[src/rtl/wb_periph_mux_if.sv]
`default_nettype none
// ============================================================================
// Module   : wb_periph_mux_if
// Purpose  : Caravel-side and peripheral-side wishbone signals of wb_periph_mux.
// Revision : 1.0 - initial release
// ============================================================================
interface wb_periph_mux_if;
  logic        wbs_cyc_i;
  logic        wbs_stb_i;
  logic        wbs_we_i;
  logic [3:0]  wbs_sel_i;
  logic [31:0] wbs_adr_i;
  logic [31:0] wbs_dat_i;
  logic        wbs_ack_o;
  logic [31:0] wbs_dat_o;
  logic        s_cyc_o;
  logic [2:0]  s_stb_o;
  logic        s_we_o;
  logic [3:0]  s_sel_o;
  logic [15:0] s_adr_o;
  logic [31:0] s_dat_o;
  logic [95:0] s_dat_i;
  logic [2:0]  s_ack_i;

  // The mux itself: slave to the management SoC, master to the peripherals.
  modport slave (
    input  wbs_cyc_i, wbs_stb_i, wbs_we_i, wbs_sel_i, wbs_adr_i, wbs_dat_i,
    input  s_dat_i, s_ack_i,
    output wbs_ack_o, wbs_dat_o,
    output s_cyc_o, s_stb_o, s_we_o, s_sel_o, s_adr_o, s_dat_o
  );

  modport master (
    output wbs_cyc_i, wbs_stb_i, wbs_we_i, wbs_sel_i, wbs_adr_i, wbs_dat_i,
    output s_dat_i, s_ack_i,
    input  wbs_ack_o, wbs_dat_o,
    input  s_cyc_o, s_stb_o, s_we_o, s_sel_o, s_adr_o, s_dat_o
  );
endinterface
`default_nettype wire

[src/rtl/wb_periph_mux.sv]
`default_nettype none
// ============================================================================
// Module   : wb_periph_mux
// Purpose  : Decodes three 4 KB windows and forwards one wishbone transaction
//            at a time; WB_PERIPH_MUX_TIMEOUT_EN enables the hung-slave timeout.
// Revision : 1.0 - initial release
// ============================================================================
module wb_periph_mux #(
  parameter logic [19:0] S0_BASE  = 20'h30001,
  parameter logic [19:0] S1_BASE  = 20'h30002,
  parameter logic [19:0] S2_BASE  = 20'h30005,
  parameter int unsigned TIMEOUT  = 255,
  parameter logic [31:0] ERR_DATA = 32'hDEAD_DEAD
) (
  input  logic           wb_clk_i,
  input  logic           wb_rst_i,
  wb_periph_mux_if.slave bus,
  input  logic           clr_timeout_i,
  output logic           timeout_o
);
  typedef enum logic [1:0] {
    IDLE = 2'd0,
    WAIT = 2'd1,
    RESP = 2'd2
  } state_t;

  state_t      state, state_nx;
  logic        ack_nx;
  logic [31:0] rdat_nx;
  logic        cyc_nx;
  logic [2:0]  stb_nx;
  logic        we_nx;
  logic [3:0]  sel_nx;
  logic [15:0] adr_nx;
  logic [31:0] wdat_nx;
  logic [2:0]  hit;
  logic [2:0]  hit_oh;
  logic        sel_ack;
  logic [31:0] sel_rdat;
  logic        expired;
  logic        to_evt;
  logic        unused_bits;

  assign hit = {bus.wbs_adr_i[31:12] == S2_BASE,
                bus.wbs_adr_i[31:12] == S1_BASE,
                bus.wbs_adr_i[31:12] == S0_BASE};

  // Lowest slave wins should two bases ever be configured identically.
  always_comb begin
    hit_oh = 3'b000;
    if (hit[0])      hit_oh = 3'b001;
    else if (hit[1]) hit_oh = 3'b010;
    else if (hit[2]) hit_oh = 3'b100;
  end

  assign sel_ack = |(bus.s_ack_i & bus.s_stb_o);

  always_comb begin
    sel_rdat = 32'h0;
    if (bus.s_stb_o[0])      sel_rdat = bus.s_dat_i[31:0];
    else if (bus.s_stb_o[1]) sel_rdat = bus.s_dat_i[63:32];
    else if (bus.s_stb_o[2]) sel_rdat = bus.s_dat_i[95:64];
  end

  always_comb begin
    state_nx = state;
    ack_nx   = 1'b0;
    rdat_nx  = bus.wbs_dat_o;
    cyc_nx   = bus.s_cyc_o;
    stb_nx   = bus.s_stb_o;
    we_nx    = bus.s_we_o;
    sel_nx   = bus.s_sel_o;
    adr_nx   = bus.s_adr_o;
    wdat_nx  = bus.s_dat_o;
    to_evt   = 1'b0;
    case (state)
      IDLE: begin
        if (bus.wbs_cyc_i && bus.wbs_stb_i) begin
          if (|hit) begin
            we_nx    = bus.wbs_we_i;
            sel_nx   = bus.wbs_sel_i;
            adr_nx   = {8'h00, bus.wbs_adr_i[7:0]};
            wdat_nx  = bus.wbs_dat_i;
            stb_nx   = hit_oh;
            cyc_nx   = 1'b1;
            state_nx = WAIT;
          end else begin
            rdat_nx  = 32'h0;
            ack_nx   = 1'b1;
            state_nx = RESP;
          end
        end
      end
      WAIT: begin
        // A master that has abandoned the cycle gets no response at all.
        if (!bus.wbs_cyc_i) begin
          cyc_nx   = 1'b0;
          stb_nx   = 3'b000;
          state_nx = IDLE;
        end else if (sel_ack) begin
          rdat_nx  = bus.s_we_o ? 32'h0 : sel_rdat;
          ack_nx   = 1'b1;
          cyc_nx   = 1'b0;
          stb_nx   = 3'b000;
          state_nx = RESP;
        end else if (expired) begin
          rdat_nx  = ERR_DATA;
          to_evt   = 1'b1;
          ack_nx   = 1'b1;
          cyc_nx   = 1'b0;
          stb_nx   = 3'b000;
          state_nx = RESP;
        end
      end
      RESP:    state_nx = IDLE;
      default: state_nx = IDLE;
    endcase
  end

  always_ff @(posedge wb_clk_i or posedge wb_rst_i) begin
    if (wb_rst_i) begin
      state         <= IDLE;
      bus.wbs_ack_o <= 1'b0;
      bus.wbs_dat_o <= 32'h0;
      bus.s_cyc_o   <= 1'b0;
      bus.s_stb_o   <= 3'b000;
      bus.s_we_o    <= 1'b0;
      bus.s_sel_o   <= 4'h0;
      bus.s_adr_o   <= 16'h0;
      bus.s_dat_o   <= 32'h0;
    end else begin
      state         <= state_nx;
      bus.wbs_ack_o <= ack_nx;
      bus.wbs_dat_o <= rdat_nx;
      bus.s_cyc_o   <= cyc_nx;
      bus.s_stb_o   <= stb_nx;
      bus.s_we_o    <= we_nx;
      bus.s_sel_o   <= sel_nx;
      bus.s_adr_o   <= adr_nx;
      bus.s_dat_o   <= wdat_nx;
    end
  end

`ifdef WB_PERIPH_MUX_TIMEOUT_EN
  localparam int CW = $clog2(TIMEOUT + 1);

  logic [CW-1:0] wait_cnt;

  assign expired = (wait_cnt == CW'(TIMEOUT - 1));

  // Cleared whenever not waiting, so every WAIT entry starts from zero.
  always_ff @(posedge wb_clk_i or posedge wb_rst_i) begin
    if (wb_rst_i)           wait_cnt <= '0;
    else if (state != WAIT) wait_cnt <= '0;
    else if (!expired)      wait_cnt <= wait_cnt + CW'(1);
  end

  always_ff @(posedge wb_clk_i or posedge wb_rst_i) begin
    if (wb_rst_i)           timeout_o <= 1'b0;
    else if (to_evt)        timeout_o <= 1'b1;
    else if (clr_timeout_i) timeout_o <= 1'b0;
  end

  assign unused_bits = ^bus.wbs_adr_i[11:8];
`else
  assign expired     = 1'b0;
  assign timeout_o   = 1'b0;
  assign unused_bits = ^{bus.wbs_adr_i[11:8], to_evt, clr_timeout_i, TIMEOUT};
`endif

endmodule
`default_nettype wire

[src/flat_wrapper.sv]
// flat-port wrapper written by rule: the top's interface ports become plain ports
module wb_periph_mux_flat 
#(
  parameter logic [19:0] S0_BASE  = 20'h30001,
  parameter logic [19:0] S1_BASE  = 20'h30002,
  parameter logic [19:0] S2_BASE  = 20'h30005,
  parameter int unsigned TIMEOUT  = 255,
  parameter logic [31:0] ERR_DATA = 32'hDEAD_DEAD
)
  (wb_clk_i, wb_rst_i, clr_timeout_i, timeout_o, bus_wbs_cyc_i, bus_wbs_stb_i, bus_wbs_we_i, bus_wbs_sel_i, bus_wbs_adr_i, bus_wbs_dat_i, bus_s_dat_i, bus_s_ack_i, bus_wbs_ack_o, bus_wbs_dat_o, bus_s_cyc_o, bus_s_stb_o, bus_s_we_o, bus_s_sel_o, bus_s_adr_o, bus_s_dat_o);
  wb_periph_mux_if bus_i ();
  input  logic wb_clk_i;
  input  logic wb_rst_i;
  input  logic clr_timeout_i;
  output logic timeout_o;
  input wire logic [$bits(bus_i.wbs_cyc_i)-1:0] bus_wbs_cyc_i;
  input wire logic [$bits(bus_i.wbs_stb_i)-1:0] bus_wbs_stb_i;
  input wire logic [$bits(bus_i.wbs_we_i)-1:0] bus_wbs_we_i;
  input wire logic [$bits(bus_i.wbs_sel_i)-1:0] bus_wbs_sel_i;
  input wire logic [$bits(bus_i.wbs_adr_i)-1:0] bus_wbs_adr_i;
  input wire logic [$bits(bus_i.wbs_dat_i)-1:0] bus_wbs_dat_i;
  input wire logic [$bits(bus_i.s_dat_i)-1:0] bus_s_dat_i;
  input wire logic [$bits(bus_i.s_ack_i)-1:0] bus_s_ack_i;
  output wire logic [$bits(bus_i.wbs_ack_o)-1:0] bus_wbs_ack_o;
  output wire logic [$bits(bus_i.wbs_dat_o)-1:0] bus_wbs_dat_o;
  output wire logic [$bits(bus_i.s_cyc_o)-1:0] bus_s_cyc_o;
  output wire logic [$bits(bus_i.s_stb_o)-1:0] bus_s_stb_o;
  output wire logic [$bits(bus_i.s_we_o)-1:0] bus_s_we_o;
  output wire logic [$bits(bus_i.s_sel_o)-1:0] bus_s_sel_o;
  output wire logic [$bits(bus_i.s_adr_o)-1:0] bus_s_adr_o;
  output wire logic [$bits(bus_i.s_dat_o)-1:0] bus_s_dat_o;
  assign bus_i.wbs_cyc_i = bus_wbs_cyc_i;
  assign bus_i.wbs_stb_i = bus_wbs_stb_i;
  assign bus_i.wbs_we_i = bus_wbs_we_i;
  assign bus_i.wbs_sel_i = bus_wbs_sel_i;
  assign bus_i.wbs_adr_i = bus_wbs_adr_i;
  assign bus_i.wbs_dat_i = bus_wbs_dat_i;
  assign bus_i.s_dat_i = bus_s_dat_i;
  assign bus_i.s_ack_i = bus_s_ack_i;
  assign bus_wbs_ack_o = bus_i.wbs_ack_o;
  assign bus_wbs_dat_o = bus_i.wbs_dat_o;
  assign bus_s_cyc_o = bus_i.s_cyc_o;
  assign bus_s_stb_o = bus_i.s_stb_o;
  assign bus_s_we_o = bus_i.s_we_o;
  assign bus_s_sel_o = bus_i.s_sel_o;
  assign bus_s_adr_o = bus_i.s_adr_o;
  assign bus_s_dat_o = bus_i.s_dat_o;
  wb_periph_mux #(.S0_BASE(S0_BASE), .S1_BASE(S1_BASE), .S2_BASE(S2_BASE), .TIMEOUT(TIMEOUT), .ERR_DATA(ERR_DATA)) u_core (.wb_clk_i(wb_clk_i), .wb_rst_i(wb_rst_i), .bus(bus_i), .clr_timeout_i(clr_timeout_i), .timeout_o(timeout_o));
endmodule
[config.mk]
export PLATFORM = sky130hd
export DESIGN_NAME = wb_periph_mux_flat
export DESIGN_NICKNAME = d
export VERILOG_FILES = /design/src/rtl/wb_periph_mux_if.sv /design/src/rtl/wb_periph_mux.sv /design/src/flat_wrapper.sv
export SDC_FILE = /design/constraint.sdc
export NUM_CORES = 1
export LEC_CHECK = 0
export BUFFER_PORTS_ARGS = -buffer_cell sky130_fd_sc_hd__buf_2
export CORE_MARGIN = 2
export CORE_UTILIZATION = 41
export CTS_CLUSTER_DIAMETER = 100
export DETAILED_ROUTE_END_ITERATION = 8
export PLACE_DENSITY = 0.86
export SKIP_CTS_REPAIR_TIMING = 1
export SYNTH_ARGS = -nofsm -noshare
export SYNTH_HDL_FRONTEND = slang
export SYNTH_SLANG_ARGS = --single-unit
[constraint.sdc]
create_clock -name wb_clk_i -period 5.5 [get_ports wb_clk_i]
set_input_delay 1.1 -clock wb_clk_i [delete_from_list [all_inputs] [get_ports wb_clk_i]]
set_output_delay 1.1 -clock wb_clk_i [all_outputs]
set_load 0.02 [all_outputs]
; Word-level counts from Yosys, hierarchy flattened
; Cells that the tools add are included.
[totals]
in_bits = 173
out_inout_bits = 91
word_cells = 61
regBits = 84
[op_classes]
n_eq_ne = 10
n_bitwise = 1
reduce_logical = 9
muxes = 32
[ops]
columns = operator, count
row1 = $mux W32, 8
row2 = $pmux W32 S2, 1
row3 = $eq A20 B18 Y1 const B, 3
row4 = $mux W3, 7
row5 = $mux W1, 8
row6 = $mux W2, 4
row7 = $ne A2 B1 Y1 const B, 3
row8 = $pmux W3 S2, 1
row9 = $reduce_or A3 Y1, 2
row10 = $reduce_and A5 Y1, 1
row11 = $ne A2 B2 Y1 const B, 2
row12 = $pmux W1 S2, 2
row13 = $pmux W2 S2, 1
row14 = $reduce_and A4 Y1, 1
row15 = $and A3 B3 Y3, 1
row16 = $ne A3 B2 Y1 const B, 1
row17 = $reduce_and A3 Y1, 1
row18 = $eq A2 B1 Y1 const B, 1
row19 = $logic_not A2 Y1, 1
row20 = $reduce_and A2 Y1, 1
row21 = $reduce_bool A2 Y1, 1
row22 = $logic_and A1 B1 Y1, 1

; Logic depth before layout (Yosys ltp)
; Gate-level depths: netlist of the first run.
[depth]
ltp_word = 7
depth_mapped = 8

; Worst setup path before layout of the first run
; No wires, ideal clock.
[synth_path]
path_type = input to register
start = input bus_wbs_adr_i[15]
end = register u_core.bus.s_dat_o[0]
path_buffers = 2
arrival_ns = 2.552
cell_stages = 7
slack_ns = 2.823
cell_sequence = nor4_2 > nand4_1 > a211oi_2 > and4b_1 > buf_6 > buf_12 > mux2_4
[synth_between]
elab_chain_len = 3
word_cells_on_any_way = 5
classes_between = 3 x eq/ne / 2 x reduce/logical
[synth_rtl]
columns = element, line_no
row1 = from (decl), flat_wrapper.sv:20  ; input wire logic [$bits(bus_i.wbs_adr_i)-1:0] bus_wbs_adr_i;
row2 = "$eq A20 B18 Y1, on equally long branches", "wb_periph_mux.sv:46, wb_periph_mux.sv:44, wb_periph_mux.sv:45"
row3 = $reduce_or A3 Y1 (*), wb_periph_mux.sv:79  ; if (|hit) begin
row4 = $reduce_and A3 Y1 (no line) (*), --
row5 = to (signal assigned), wb_periph_mux.sv:140  ; bus.s_dat_o <= wdat_nx;
row6 = to (decl), wb_periph_mux_if.sv:30  ; output s_cyc_o, s_stb_o, s_we_o, s_sel_o, s_adr_o, s_dat_o
; Mark *: on every way between the ends. The rest lies on a longest branch, timed or not.
; A chain may end at the register's enable or synchronous reset.

; Worst setup path after layout of the first run
[layout_path]
start = input bus_wbs_adr_i[19]
end = register u_core.bus.s_adr_o[7]
[layout_between]
elab_chain_len = 3
word_cells_on_any_way = 5
classes_between = 3 x eq/ne / 2 x reduce/logical
[layout_rtl]
columns = element, line_no
row1 = "$eq A20 B18 Y1, on equally long branches", "wb_periph_mux.sv:46, wb_periph_mux.sv:44, wb_periph_mux.sv:45"
row2 = $reduce_or A3 Y1 (*), wb_periph_mux.sv:79
row3 = $reduce_and A3 Y1 (no line) (*), --
row4 = to (signal assigned), wb_periph_mux.sv:139  ; bus.s_adr_o <= adr_nx;
row5 = to (decl), wb_periph_mux_if.sv:30
; Marked as above.

==> results.json, run 1 <==
{
  "outcome": "complete, no violations",
  "gr-total-overflow": 0,
  "grt_pass1_wl_mm": 17.76,
  "initial_core_util_pct": 42.03,
  "cts-root-buf": "clkbuf_8",
  "fp-row-count": 36,
  "vdd_drop_max_v": 0.0001057,
  "power_leakage_nw": 3.002,
  "clock_path_buffers": 2,
  "pin_count": 264,
  "syn2layout_area_growth_pct": 34.91,
  "synth_cell_types": 32,
  "ys_seq_area_share_pct": 51.41,
  "final_nets": 744,
  "startpoint_type": "input port",
  "p_switching_w": 0.0002555,
  "cts_tree": "done",
  "min_period_over_period_pct": 60.18,
  "ant_nets": 0,
  "hold_path.class": "flip-flop to flip-flop",
  "p_total_w": 0.001170,
  "p_clk_share_pct": 39.5,
  "yosys_warnings": 0,
  "path_max_fanout": 31,
  "final.setup.tns_ns": 0,
  "crit_family": "simple AND/OR/NAND/NOR gates",
  "cp_data_required_time_ns": 5.73,
  "grt_pass1_vias": 3655,
  "port_buffers": 249,
  "antenna_found_initial": 0,
  "clkTransAtPathRegs_ns": 0.08,
  "synth_area_per_cell_um2": 12.21,
  "wl_per_cell_um": 15.40,
  "drt_wl_total_mm": 10.91,
  "critical_path_arrival_ns": 3.54,
  "rsz0062_at_grt": "no",
  "cp_cell_sequence": "buf_2 -> nor4_2 -> nand4_1 -> a211oi_2 -> and4b_2 -> buf_4 -> mux2_2",
  "setup_viol": 0,
  "synthesis.area_um2": 4089,
  "routabilityCongestion": 0.8443,
  "fmax_mhz": 302.1,
  "instances_no_fill": 708,
  "worst_slew_pin_slew_ns": 1.328,
  "clkLatencyLatePin_ns": 0.34,
  "cts_buffers": 9,
  "skew_ns": 0.007122,
  "slowest_stage": "and4b_2",
  "dieArea_um2": 10790,
  "max_stage_delay_ns": 0.62,
  "p_sw_share_pct": 21.83,
  "power_density_nw_per_um2": 212.1,
  "p_comb_share_pct": 7.6,
  "synth_edf_count": 0,
  "via_per_inst": 5.072,
  "vias": 3591,
  "async_flop_share_pct": 100.0,
  "grt_max_degree": 68,
  "crit_type": "input port to flip-flop",
  "drv_slew": 0,
  "layout_commonest_cell": "buf_2",
  "grt.total_usage_pct": 20.41,
  "final_cell_mix": "buf_2 (249), dfrtp_1 (83), mux2_4 (39)",
  "design.core.area_um2": 9729,
  "dp.cells": 693,
  "syn-instance-count": 335,
  "drv_cap": 0,
  "p_int_w": 0.0009148,
  "drtIter0Drc": 168,
  "drc": 0,
  "synth_flop_cell": "dfrtp_1",
  "fp.dieW_um": 103.9,
  "hold_viol": 0,
  "relSlewSlack_pct": 11.05,
  "htree_num_levels": 3,
  "hpwl_mm": 8.086,
  "die-height_um": 103.9,
  "cp_num_buf_inv": 2,
  "p_seq_share_pct": 52.8,
  "drive_gt1_share_pct": 56.52,
  "endpoint_kind": "flip-flop",
  "ys_ff_latch": 84,
  "diodes": 0,
  "first_pass_iters": 5,
  "min_period_ns": 3.310,
  "clock_sinks": 84
}
metal layers:
metal / up-vias / share of wire (%) / global-route usage, %
met5: - / 0 / 0
met4: 0 / 2.5 / 9.942
met3: 22 / 6.9 / 3.885
met2: 186 / 49 / 34.35
met1: 1708 / 42 / 25.21
li1: 1675 / - / -
final timing paths:
kind                                          from  slack, ns                        to  depth (start not counted)
setup / recovery                 bus_wbs_adr_i[19]       2.19     u_core.bus.s_adr_o[7]                          7
hold / removal             u_core.bus.wbs_dat_o[9]       0.50   u_core.bus.wbs_dat_o[9]                          1
setup reg to reg             u_core.bus.s_stb_o[1]       2.69  u_core.bus.wbs_dat_o[18]                          5
hold reg to reg            u_core.bus.wbs_dat_o[9]       0.50   u_core.bus.wbs_dat_o[9]                          1
max in group asynchronous                 wb_rst_i       3.63     u_core.bus.s_stb_o[0]                          3
min in group asynchronous                 wb_rst_i       0.86    u_core.bus.s_dat_o[26]                          2
cell families (layout without fill, tap and decap cells):
group	Yosys count	after routing	share of synthesized area, %
flip-flops	84	84	51.41
other	1	9	0.09171
buffers and inverters	41	273	6.854
AND/OR/NAND/NOR	56	56	6.487
multiplexers	46	46	16.25
AO/OA/AOI/OAI	107	107	18.91
cells in the mapped netlist, types with 2 or more instances:
cell type  instances  area (µm²)
nor2b_1            5       31.28
nand2_1           37       138.9
mux2_2             7       78.83
inv_1              5       18.77
dfrtp_1           84        2102
clkbuf_1          17       63.81
buf_6              2       22.52
a22oi_1           33       247.7
mux2_4            39       585.6
a22o_1            34       297.8
nor4_2             2       25.02
o21ai_0           33       165.2
nor2_1             4       15.01
buf_4             12       90.09
buf_12             4       80.08
layout make-up:
type	instances	area (µm²)
Clock buffer	10	127.6
Clock inverter	5	77.57
Fill cell	847	4213
Inverter	5	20.02
Multi-Input combinational cell	218	1745
Sequential cell	84	2103
Tap cell	133	166.4
Timing Repair Buffer	253	1276
state kept, by name, indices dropped and copies added (netlist names):
name and count:
u_core.bus.s_dat_o 32, u_core.bus.wbs_dat_o 32, u_core.bus.s_adr_o 8, u_core.bus.s_sel_o 4
u_core.bus.s_stb_o 3, u_core.state 2, u_core.bus.s_cyc_o 1, u_core.bus.s_we_o 1
u_core.bus.wbs_ack_o 1
power groups by stage:
stage	Sequential, W	Combinational, W	Clock (W)
final	0.000618	0.0000895	0.000463
after detailed placement	0.000631	0.0000902	0
after global routing	0.000618	0.0000992	0.000503
after CTS	0.000618	0.0000905	0.000482
after global placement	0.000630	0.0000864	0
after floorplan	0.000631	0.0000288	0
worst reg2reg max path, stage by stage, from the launching register on:
cell	delay [ns]
dfrtp_1	0.86
a222oi_1	0.83
nand2_1	0.12
o211ai_1	0.11
a21o_2	0.55
a22o_1	0.28
metrics by stage:
stage                     util, %  cell area, µm²  hold WS [ns]  worst slack [ns]
after floorplan                 -            4119        0.6069             2.235
after global placement      54.59            5311        0.4846             1.959
after detailed placement    54.59            5311        0.4863             1.830
after CTS                   56.70            5517        0.5082             2.211
after global routing        56.70            5517        0.5165             2.024
final                       56.70            5517        0.5030             2.190
(Power assumes the default switching activity.)
==> inputs of run 2 (changes only) <==
- ABC_AREA: default -> 1
- CORE_UTILIZATION: 41 -> 40
- PLACE_DENSITY: 0.86 -> 0.85
- clock period: 5.5 -> 2.8 ns (I/O delays scaled with it)
==> results.json, run 2 <==
{
  "outcome": "complete, no violations",
  "synth_compound_area_share_pct": 9.380,
  "drv_slew": 0,
  "die-height_um": 110.3,
  "synth_top_cell_area_share_pct": 46.49,
  "routabilityCongestion": 0.7737,
  "grt_pass1_vias": 4417,
  "min_period_ns": 2.133,
  "layout_commonest_cell": "buf_2",
  "drv_cap": 0,
  "wl_per_cell_um": 14.43,
  "clkTransAtPathRegs_ns": 0.07,
  "regToRegSetupSlack_ns": 0.83,
  "cts_buffers": 9,
  "final_area_um2": 6046,
  "grt_max_degree": 47,
  "rr_worst_depth": 7,
  "synthMuxAreaShare_pct": 0,
  "grt_pass1_wl_mm": 21.11,
  "synth_common_cells": "nand2_1 (179), dfrtp_1 (84), nand3_1 (79)",
  "drc": 0,
  "endpoint_kind": "output pin",
  "antenna_found_initial": 0,
  "via_per_inst": 5.087,
  "ys_top_cells_by_area": "dfrtp_1 (46%), nand2_1 (15%), nand3_1 (8.7%), nand4_1 (6.4%), a211oi_1 (5.3%)",
  "syn-instance-count": 594,
  "ys_seq_area_share_pct": 46.49,
  "clock_path_buffers": 2,
  "drtIter0Drc": 473,
  "crit_type": "flip-flop to output pin",
  "dieArea_um2": 12170,
  "final-seq-area_um2": 2102,
  "first_pass_iters": 4,
  "post_dp_cell_area_um2": 5769,
  "hold_viol": 0,
  "relSlewSlack_pct": 48.84,
  "cp_data_required_time_ns": 2.24,
  "fillers": 1043,
  "reg2reg_from": "u_core.bus.s_stb_o[0]",
  "power_leakage_nw": 3.505,
  "vdd_drop_max_v": 0.0002122,
  "setup_viol": 0,
  "setup_ws_ns": 0.6667,
  "ant_nets": 0,
  "drive_gt1_share_pct": 34.79,
  "drt_wl_total_mm": 13.88,
  "critical_path_arrival_ns": 1.57,
  "synth_cell_types": 21,
  "final.setup.tns_ns": 0,
  "hold_path.class": "input port to async pin",
  "synth_area_per_cell_um2": 7.613,
  "yosys.area_share.adder_pct": 0,
  "clkLatencyLatePin_ns": 0.32,
  "cts_tree": "done",
  "synthXorXnorAreaFrac_pct": 0,
  "final_cell_mix": "buf_2 (249), nand2_1 (179), dfrtp_1 (84)",
  "worst_slew_pin_slew_ns": 0.7665,
  "synth_top_family_by_area": "simple AND/OR/NAND/NOR gates",
  "power_density_nw_per_um2": 421.6,
  "fp-row-count": 38,
  "hpwl_mm": 10.12,
  "path_max_fanout": 23,
  "synth_flop_cell": "dfrtp_1",
  "fmax_mhz": 468.7,
  "utilization_pct": 55.29,
  "diodes": 0,
  "yosys_warnings": 0,
  "min_period_over_period_pct": 76.19,
  "synthesis.area_um2": 4522,
  "grt.total_usage_pct": 21.98,
  "final_nets": 990,
  "cts-root-buf": "clkbuf_16",
  "largestRegisters": "u_core.bus.s_dat_o (32), u_core.bus.wbs_dat_o (32), u_core.bus.s_adr_o (8)",
  "synthSimpleGateAreaFrac_pct": 35.53,
  "ys_ff_latch": 84,
  "timing.hold.ws_ns": 0.3414,
  "async_flop_share_pct": 100.0,
  "vias": 4894,
  "multiInputGateArea_um2": 2072,
  "htree_num_levels": 3,
  "rsz0062_at_grt": "no",
  "port_buffers": 249,
  "synth_edf_count": 0,
  "pre_cts_slack_ns": 0.6745,
  "design.core.area_um2": 10940,
  "startpoint_type": "flip-flop",
  "pin_count": 264,
  "fp.dieW_um": 110.3,
  "r2r_end": "u_core.bus.wbs_dat_o[31]",
  "skew_ns": 0.005417,
  "synthMostInstantiatedCell": "nand2_1",
  "syn2layout_area_growth_pct": 33.70,
  "clock_sinks": 84,
  "gr-total-overflow": 0,
  "initial_core_util_pct": 41.35,
  "yosysTopAreaCell": "dfrtp_1"
}
-- run 2: cell types whose count changed after synthesis, sizes merged, moves of 15 or more --
cell | previous run | this run
nand2 | 37 | 181
nand3 | 0 | 81
nor2 | 4 | 54
mux2 | 46 | 0
nand4 | 1 | 46
a22o | 34 | 0
a22oi | 33 | 0
a21oi | 1 | 33
a211oi | 1 | 32
o21ai | 33 | 3
inv | 5 | 20
-- run 2: cells by family after synthesis --
logic type / after synthesis
AOI/OAI and AO/OA: 68
other: 1
and+or+nand+nor: 363
buffers and inverters: 78
DFF: 84
-- run 2: area by class of cell --
class                      instances  area share (%)
inverter                          20           1.262
sequential                        84           34.77
multi-input combinational        440           34.27
tap                              140           2.897
timing repair buffer             262           22.23
clock inverter                     6          0.7864
clock buffer                      10           3.787
-- run 2: how the worst max path moves through the flow --
stage          slack, ns                   from                       end  depth (start not counted)
2_1_floorplan       0.07               wb_rst_i     u_core.bus.s_adr_o[0]                          1
3_3_place_gp        0.70      bus_wbs_adr_i[23]     u_core.bus.s_dat_o[7]                          9
3_5_place_dp        0.67      bus_wbs_adr_i[17]  u_core.bus.wbs_dat_o[31]                         10
4_1_cts             0.64  u_core.bus.s_stb_o[0]            bus_s_stb_o[0]                          2
5_1_grt             0.59  u_core.bus.s_stb_o[0]            bus_s_stb_o[0]                          2
6_report            0.67  u_core.bus.s_stb_o[0]            bus_s_stb_o[0]                          2
-- run 2: metrics by stage --
stage / total power (W) / instances
2_1_floorplan: 0.001339 / 602
3_3_place_gp: 0.001472 / 946
3_5_place_dp: 0.001474 / 946
4_1_cts: 0.002585 / 962
5_1_grt: 0.002663 / 962
6_report: 0.002549 / 962
-- run 2: critical path, stage by stage, from the launching register on --
cell and delay, ns:
dfrtp_1 0.66, buf_4 0.36, buf_2 0.22
-- run 2: routing by layer --
layer / wire length, µm / global-route usage, % / vias to the layer above / share of wire [%]
li1: - / - / 2434 / -
met4: 169 / 6.696 / 0 / 1.2
met3: 1184 / 5.056 / 18 / 8.5
met2: 6905 / 38.78 / 208 / 50
met5: 0 / 0 / - / 0
met1: 5620 / 26.63 / 2234 / 40
-- run 2: power breakdown --
group	internal (W)	switching (W)	leakage, nW
Combinational	0.0000982	0.000130	2.21
Clock	0.000608	0.000491	0.122
Sequential	0.00122	0.00000322	1.17
Total	0.00192	0.000624	3.50
